==> src/rtl/spi_pkg.sv <==
// Shared SPI definitions: slave FSM state type and the default word width,
// which is common to the master and the slave.
package spi_pkg;

  localparam int SPI_DATA_WIDTH = 8;

  typedef enum logic {
    IDLE   = 1'b0,
    ACTIVE = 1'b1
  } spi_slv_state_e;

endpackage

==> src/rtl/spi_sync_edge.sv <==
// Pin synchronizer followed by a registered level and rise/fall detect.
// Events and level appear SYNC_STAGES+1 clk_i cycles after the pin changes.
module spi_sync_edge #(
  parameter int   SYNC_STAGES = 2,
  parameter logic RESET_VAL   = 1'b0
) (
  input  logic clk_i,
  input  logic rst_ni,
  input  logic async_i,
  output logic level_o,
  output logic rise_o,
  output logic fall_o
);

  localparam int N = SYNC_STAGES + 2;

  logic [N-1:0] r_sh;
  logic [N-1:0] r_vld;

  // r_vld marks stages holding real post-reset samples, so a pin that is
  // already at the opposite level when reset lifts never produces an event.
  always_ff @(posedge clk_i or negedge rst_ni) begin
    if (!rst_ni) begin
      r_sh  <= {N{RESET_VAL}};
      r_vld <= '0;
    end else begin
      r_sh  <= {r_sh[N-2:0], async_i};
      r_vld <= {r_vld[N-2:0], 1'b1};
    end
  end

  assign level_o = r_sh[N-2];
  assign rise_o  = r_vld[N-1] &  r_sh[N-2] & ~r_sh[N-1];
  assign fall_o  = r_vld[N-1] & ~r_sh[N-2] &  r_sh[N-1];

endmodule

==> src/rtl/spi_slave_core.sv <==
// SPI Mode 0 subordinate, MSB first: oversamples the SPI pins in clk_i,
// assembles received words and shifts out words from a one-entry TX buffer.
module spi_slave_core
  import spi_pkg::*;
#(
  parameter int DATA_WIDTH  = SPI_DATA_WIDTH,
  parameter int SYNC_STAGES = 2
) (
  input  logic                  clk_i,
  input  logic                  rst_ni,
  input  logic                  sclk_i,
  input  logic                  ss_ni,
  input  logic                  mosi_i,
  output logic                  miso_o,
  input  logic [DATA_WIDTH-1:0] din_i,
  input  logic                  load_i,
  output logic                  tx_ready_o,
  output logic [DATA_WIDTH-1:0] dout_o,
  output logic                  spi_done_tick_o,
  output logic                  underrun_o,
  output logic                  busy_o
);

  localparam int            CW       = (DATA_WIDTH > 1) ? $clog2(DATA_WIDTH) : 1;
  localparam logic [CW-1:0] LAST_BIT = CW'(DATA_WIDTH - 1);

  logic w_sclk_rise, w_sclk_fall, w_sclk_level_unused;
  logic w_ss_level, w_ss_rise, w_ss_fall;
  logic w_mosi;

  spi_sync_edge #(.SYNC_STAGES(SYNC_STAGES), .RESET_VAL(1'b0)) u_sclk_sync (
    .clk_i   (clk_i),
    .rst_ni  (rst_ni),
    .async_i (sclk_i),
    .level_o (w_sclk_level_unused),
    .rise_o  (w_sclk_rise),
    .fall_o  (w_sclk_fall)
  );

  spi_sync_edge #(.SYNC_STAGES(SYNC_STAGES), .RESET_VAL(1'b1)) u_ss_sync (
    .clk_i   (clk_i),
    .rst_ni  (rst_ni),
    .async_i (ss_ni),
    .level_o (w_ss_level),
    .rise_o  (w_ss_rise),
    .fall_o  (w_ss_fall)
  );

  // One extra stage keeps MOSI aligned with the registered SCLK events.
  logic [SYNC_STAGES:0] r_mosi_sh;

  always_ff @(posedge clk_i or negedge rst_ni) begin
    if (!rst_ni) r_mosi_sh <= '0;
    else         r_mosi_sh <= {r_mosi_sh[SYNC_STAGES-1:0], mosi_i};
  end

  assign w_mosi = r_mosi_sh[SYNC_STAGES];

  spi_slv_state_e r_state, w_state_nxt;
  logic           w_consume, w_rx_shift, w_tx_shift, w_abort;

  logic [DATA_WIDTH-1:0] r_tx, r_rx, r_buf, r_dout;
  logic [CW-1:0]         r_cnt;
  logic                  r_buf_full, r_done, r_under, r_pend_under;
  logic [DATA_WIDTH-1:0] w_rx_next;

  always_ff @(posedge clk_i or negedge rst_ni) begin
    if (!rst_ni) r_state <= IDLE;
    else         r_state <= w_state_nxt;
  end

  always_comb begin
    w_state_nxt = r_state;
    w_consume   = 1'b0;
    w_rx_shift  = 1'b0;
    w_tx_shift  = 1'b0;
    w_abort     = 1'b0;
    case (r_state)
      IDLE: begin
        if (w_ss_fall) begin
          w_consume   = 1'b1;
          w_state_nxt = ACTIVE;
        end
      end
      ACTIVE: begin
        if (w_ss_rise) begin
          w_abort     = 1'b1;
          w_state_nxt = IDLE;
        end else begin
          w_rx_shift = w_sclk_rise;
          if (w_sclk_fall) begin
            if (r_cnt == '0) w_consume  = 1'b1;
            else             w_tx_shift = 1'b1;
          end
        end
      end
      default: w_state_nxt = IDLE;
    endcase
  end

  assign w_rx_next = {r_rx[DATA_WIDTH-2:0], w_mosi};

  // An empty reload is only reported once the master clocks the first bit of
  // that word, so the reload after a transfer's last word stays silent.
  always_ff @(posedge clk_i or negedge rst_ni) begin
    if (!rst_ni) begin
      r_tx         <= '0;
      r_rx         <= '0;
      r_cnt        <= '0;
      r_dout       <= '0;
      r_done       <= 1'b0;
      r_under      <= 1'b0;
      r_pend_under <= 1'b0;
    end else begin
      r_done  <= 1'b0;
      r_under <= 1'b0;
      if (w_abort) begin
        r_rx         <= '0;
        r_cnt        <= '0;
        r_pend_under <= 1'b0;
      end
      if (w_rx_shift) begin
        r_rx <= w_rx_next;
        if (r_cnt == LAST_BIT) begin
          r_dout <= w_rx_next;
          r_done <= 1'b1;
          r_cnt  <= '0;
        end else begin
          r_cnt <= r_cnt + 1'b1;
        end
        if (r_cnt == '0 && r_pend_under) begin
          r_under      <= 1'b1;
          r_pend_under <= 1'b0;
        end
      end
      if (w_tx_shift) r_tx <= r_tx << 1;
      if (w_consume) begin
        r_tx         <= r_buf_full ? r_buf : '0;
        r_pend_under <= ~r_buf_full;
      end
    end
  end

  // A load coinciding with a consume refills the buffer, so it stays full.
  always_ff @(posedge clk_i or negedge rst_ni) begin
    if (!rst_ni) begin
      r_buf      <= '0;
      r_buf_full <= 1'b0;
    end else if (load_i) begin
      r_buf      <= din_i;
      r_buf_full <= 1'b1;
    end else if (w_consume) begin
      r_buf_full <= 1'b0;
    end
  end

  assign miso_o          = (r_state == ACTIVE) & r_tx[DATA_WIDTH-1];
  assign tx_ready_o      = ~r_buf_full;
  assign dout_o          = r_dout;
  assign spi_done_tick_o = r_done;
  assign underrun_o      = r_under;
  assign busy_o          = ~w_ss_level;

endmodule

==> config.mk <==
export PLATFORM = sky130hd
export DESIGN_NAME = spi_slave_core
export DESIGN_NICKNAME = d
export VERILOG_FILES = /design/src/rtl/spi_pkg.sv /design/src/rtl/spi_sync_edge.sv /design/src/rtl/spi_slave_core.sv
export SDC_FILE = /design/constraint.sdc
export NUM_CORES = 1
export LEC_CHECK = 0
export BUFFER_PORTS_ARGS = -buffer_cell sky130_fd_sc_hd__buf_2
export CORE_UTILIZATION = 35
export DETAILED_ROUTE_END_ITERATION = 6
export MAX_ROUTING_LAYER = met4
export SLEW_MARGIN = 40
export SYNTH_ARGS = -nofsm -noshare
export SYNTH_HDL_FRONTEND = slang
export SYNTH_HIERARCHICAL = 1
export SYNTH_SLANG_ARGS = --single-unit
==> constraint.sdc <==
create_clock -name clk_i -period 1.65 [get_ports clk_i]
set_clock_uncertainty 0.2 [all_clocks]
set_input_delay 0.0825 -clock clk_i [delete_from_list [all_inputs] [get_ports clk_i]]
set_output_delay 0.0825 -clock clk_i [all_outputs]
set_load 0.02 [all_outputs]
==> flow_summary.toml <==
[critical_path]
worst-r2r-cell-count = 5
r2r_start = "u_ss_sync/r_sh[2]$_DFF_PN1_"
crit_arrival_ns = 1.90
crit_fanout = 7
path_class = "register to register"
start_kind = "register"
crit_required_ns = 1.69
path_delay_family = "simple AND/OR/NAND/NOR gates"
r2r_slack_ns = -0.21
crit_chain = "and3b_1, and3b_2, and2b_2, buf_4, a221oi_2"
slowest_delay_ns = 0.53
path_buf_inv = 1
rr_endpoint = "r_tx[7]$_DFFE_PN0P_"
slowest_stage = "dfstp_2"
worstSetupEndpointType = "register"

[clock_network]
cts_tree = "done"
numCtsBuffers = 9
clock-sinks = 58
clk_latency_ns = 0.33
clk_path_buf_depth = 2
path_clk_slew_ns = 0.07
cts_root_buf = "clkbuf_8"
cts.htree.levels = 3

[sta]
rsz0062_at_grt = "true"
fmax_mhz = 538
setup_viol = 22
hold_violations = 0
period_needed_ns = 1.86
period_share_pct = 113
layout_setup_ws_ns = -0.208
slew_violations = 0

[detailed_routing]
drc = 0
first_iter_violations = 63
drtPass1Iterations = 4
wl_per_cell_um = 12.7
postRouteWirelength_um = 4000
ant_nets = 0
avgViaCountPerCell = 4.66
num_vias = 1473

[grt]
overflow = 0
grt_pass1_wl_um = 6820
grt_start_max_net_pins = 31
antenna_found_initial = 0
grt_usage_pct = 14.7
grt_pass1_vias = 1487

[layout]
final_core_util_pct = 50.4
num_antenna_cells = 0
regArea_sq_mm = 0.00146
stdcell_count = 316
final_nets = 253
drive_above_1_share_pct = 38.6
fill_cells = 520
area_growth_pct = 38.0
multi_input_area_sq_um = 697

[floorplan]
die_area_sq_mm = 0.00657
num_rows = 28
ios = 27
core_area_sq_mm = 0.00599
start_util_pct = 36.5
die_w_um = 81.1
die_y_um = 81.1

[synthesis]
yosysUniqueCellTypes = 31
synth-seq-area-share_pct = 66.6
syn_inst = 164
syn_avg_cell_area_sq_um = 13.3
synth_seq_cells = 58
synth_area_leaders = "dfrtp_1, mux2_2, dfstp_2, inv_1, a222oi_1"
netlist.area_leader.share_pct = 61.7
syn_nets = 181
yosysTopAreaCell = "dfrtp_1"
synth_area_sq_mm = 0.00219
yosysWarnings = 6

[power]
ir_drop_v = 0.000759
leakagePower_nw = 1.54
power_mw = 3.90
power_density_mw_per_mm2 = 1290

[hold_path]
min_path_type = "input pin to async pin"

[place]
dp_hpwl_um = 2460
port_buffers = 26
place_congestion = 0.720
dp_cells = 275

[run]
maxCapViolations = 0

[status]
violations = "setup timing"
status = "finished, violations left"
[repair_timing]
| action | 4_1_cts | 5_1_grt |
|---|---|---|
| setup buffers | 0 | 4 |
| hold buffers | 21 | 0 |
| endpoints found under the setup margin | 18 | 25 |
| pin swaps | 5 | 6 |
| hold endpoints to repair | 70 | 0 |
| gates resized for setup | 5 | 11 |
[power by group]
group          internal, mW  switching [mW]
clock                 0.583           0.572
combinational         0.467           0.386
sequential             1.70           0.194
[stage by stage]
step	hold slack, ns	setup WS, ns	instance area, sq um	setup TNS, ns
2_1_floorplan	-0.413	-0.0991	2220	-1.24
3_3_place_gp	-0.135	-0.226	2550	-2.43
3_5_place_dp	-0.133	-0.256	2550	-2.80
4_1_cts	0.0479	-0.151	2960	-2.10
5_1_grt	0.0812	-0.276	3020	-4.34
6_report	0.0392	-0.208	3020	-3.18
[routing by layer]
layer | wire length, um | track usage [%]
met5 | 0 | -
met4 | 72 | 8.04
met3 | 172 | 5.06
met2 | 1970 | 21.8
met1 | 1780 | 17.3
[cell families after synthesis]
kind of cell	synth area share, %
AOI/OAI and AO/OA	10.9
adders and majority gates	1.72
buffers and inverters	5.20
DFF	66.6
muxes	8.69
other	0.343
and+or+nand+nor	6.58
[area by class of cell]
type	count	share of cell area [%]
Sequential cell	58	48.2
Multi-Input combinational cell	78	23.1
Timing Repair Buffer	67	16.9
Clock buffer	10	4.56
Tap cell	75	3.11
Inverter	22	2.73
Clock inverter	6	1.41
[cells in the final DEF, fill, tap and decap left out, types with 2 or more instances in the layout]
cell	count
buf_2	26
clkinv_2	2
nand2_1	9
o22ai_1	8
clkbuf_8	10
conb_1	2
a222oi_1	6
and3b_1	4
mux2_4	8
inv_1	22
dfrtp_1	54
nor2b_2	2
buf_4	17
and3b_2	2
buf_6	2
a22oi_1	7
dfstp_2	4
clkinvlp_4	2
ha_1	2
clkinv_4	2
dlygate4sd3_1	21
mux2_2	8
[state kept, by name, indices dropped and copies added (netlist names), 3 cells and up]
signal / flops
dout_o: 8
r_buf: 8
r_cnt: 3
r_mosi_sh: 3
r_rx: 7
r_tx: 8
u_sclk_sync/r_sh: 4
u_sclk_sync/r_vld: 4
u_ss_sync/r_sh: 4
u_ss_sync/r_vld: 4
[Yosys cell counts]
cell and count:
nor2b_1 2, and2b_1 1, o21ai_0 2, clkbuf_1 4, and2_1 2, nand2_1 9, o22ai_1 8, dfstp_2 4
nand2_2 1, a21o_1 1, a32oi_1 1, a21oi_1 1, mux2i_1 1, nor3_1 1, a32o_1 1, ha_1 3
buf_6 1, and3b_1 6, a222oi_1 6, nor2_1 2, o21bai_1 1, a22oi_1 7, a221o_1 1, dfrtp_1 54
buf_2 1, and3_1 1, mux2_2 16, a22o_1 1, conb_1 2, inv_1 22, a221oi_1 1
[worst max path at each step]
stage | start | to | depth (start not counted)
global route | u_ss_sync/r_sh[2]$_DFF_PN1_ | r_tx[7]$_DFFE_PN0P_ | 5
global placement | u_ss_sync/r_sh[2]$_DFF_PN1_ | r_tx[2]$_DFFE_PN0P_ | 5
CTS | u_ss_sync/r_sh[2]$_DFF_PN1_ | r_tx[3]$_DFFE_PN0P_ | 4
finish | u_ss_sync/r_sh[2]$_DFF_PN1_ | r_tx[7]$_DFFE_PN0P_ | 5
floorplan | u_ss_sync/r_sh[2]$_DFF_PN1_ | r_tx[1]$_DFFE_PN0P_ | 5
detailed placement | u_ss_sync/r_sh[2]$_DFF_PN1_ | r_tx[6]$_DFFE_PN0P_ | 5
Note: power is estimated with default switching activity, not from simulation.
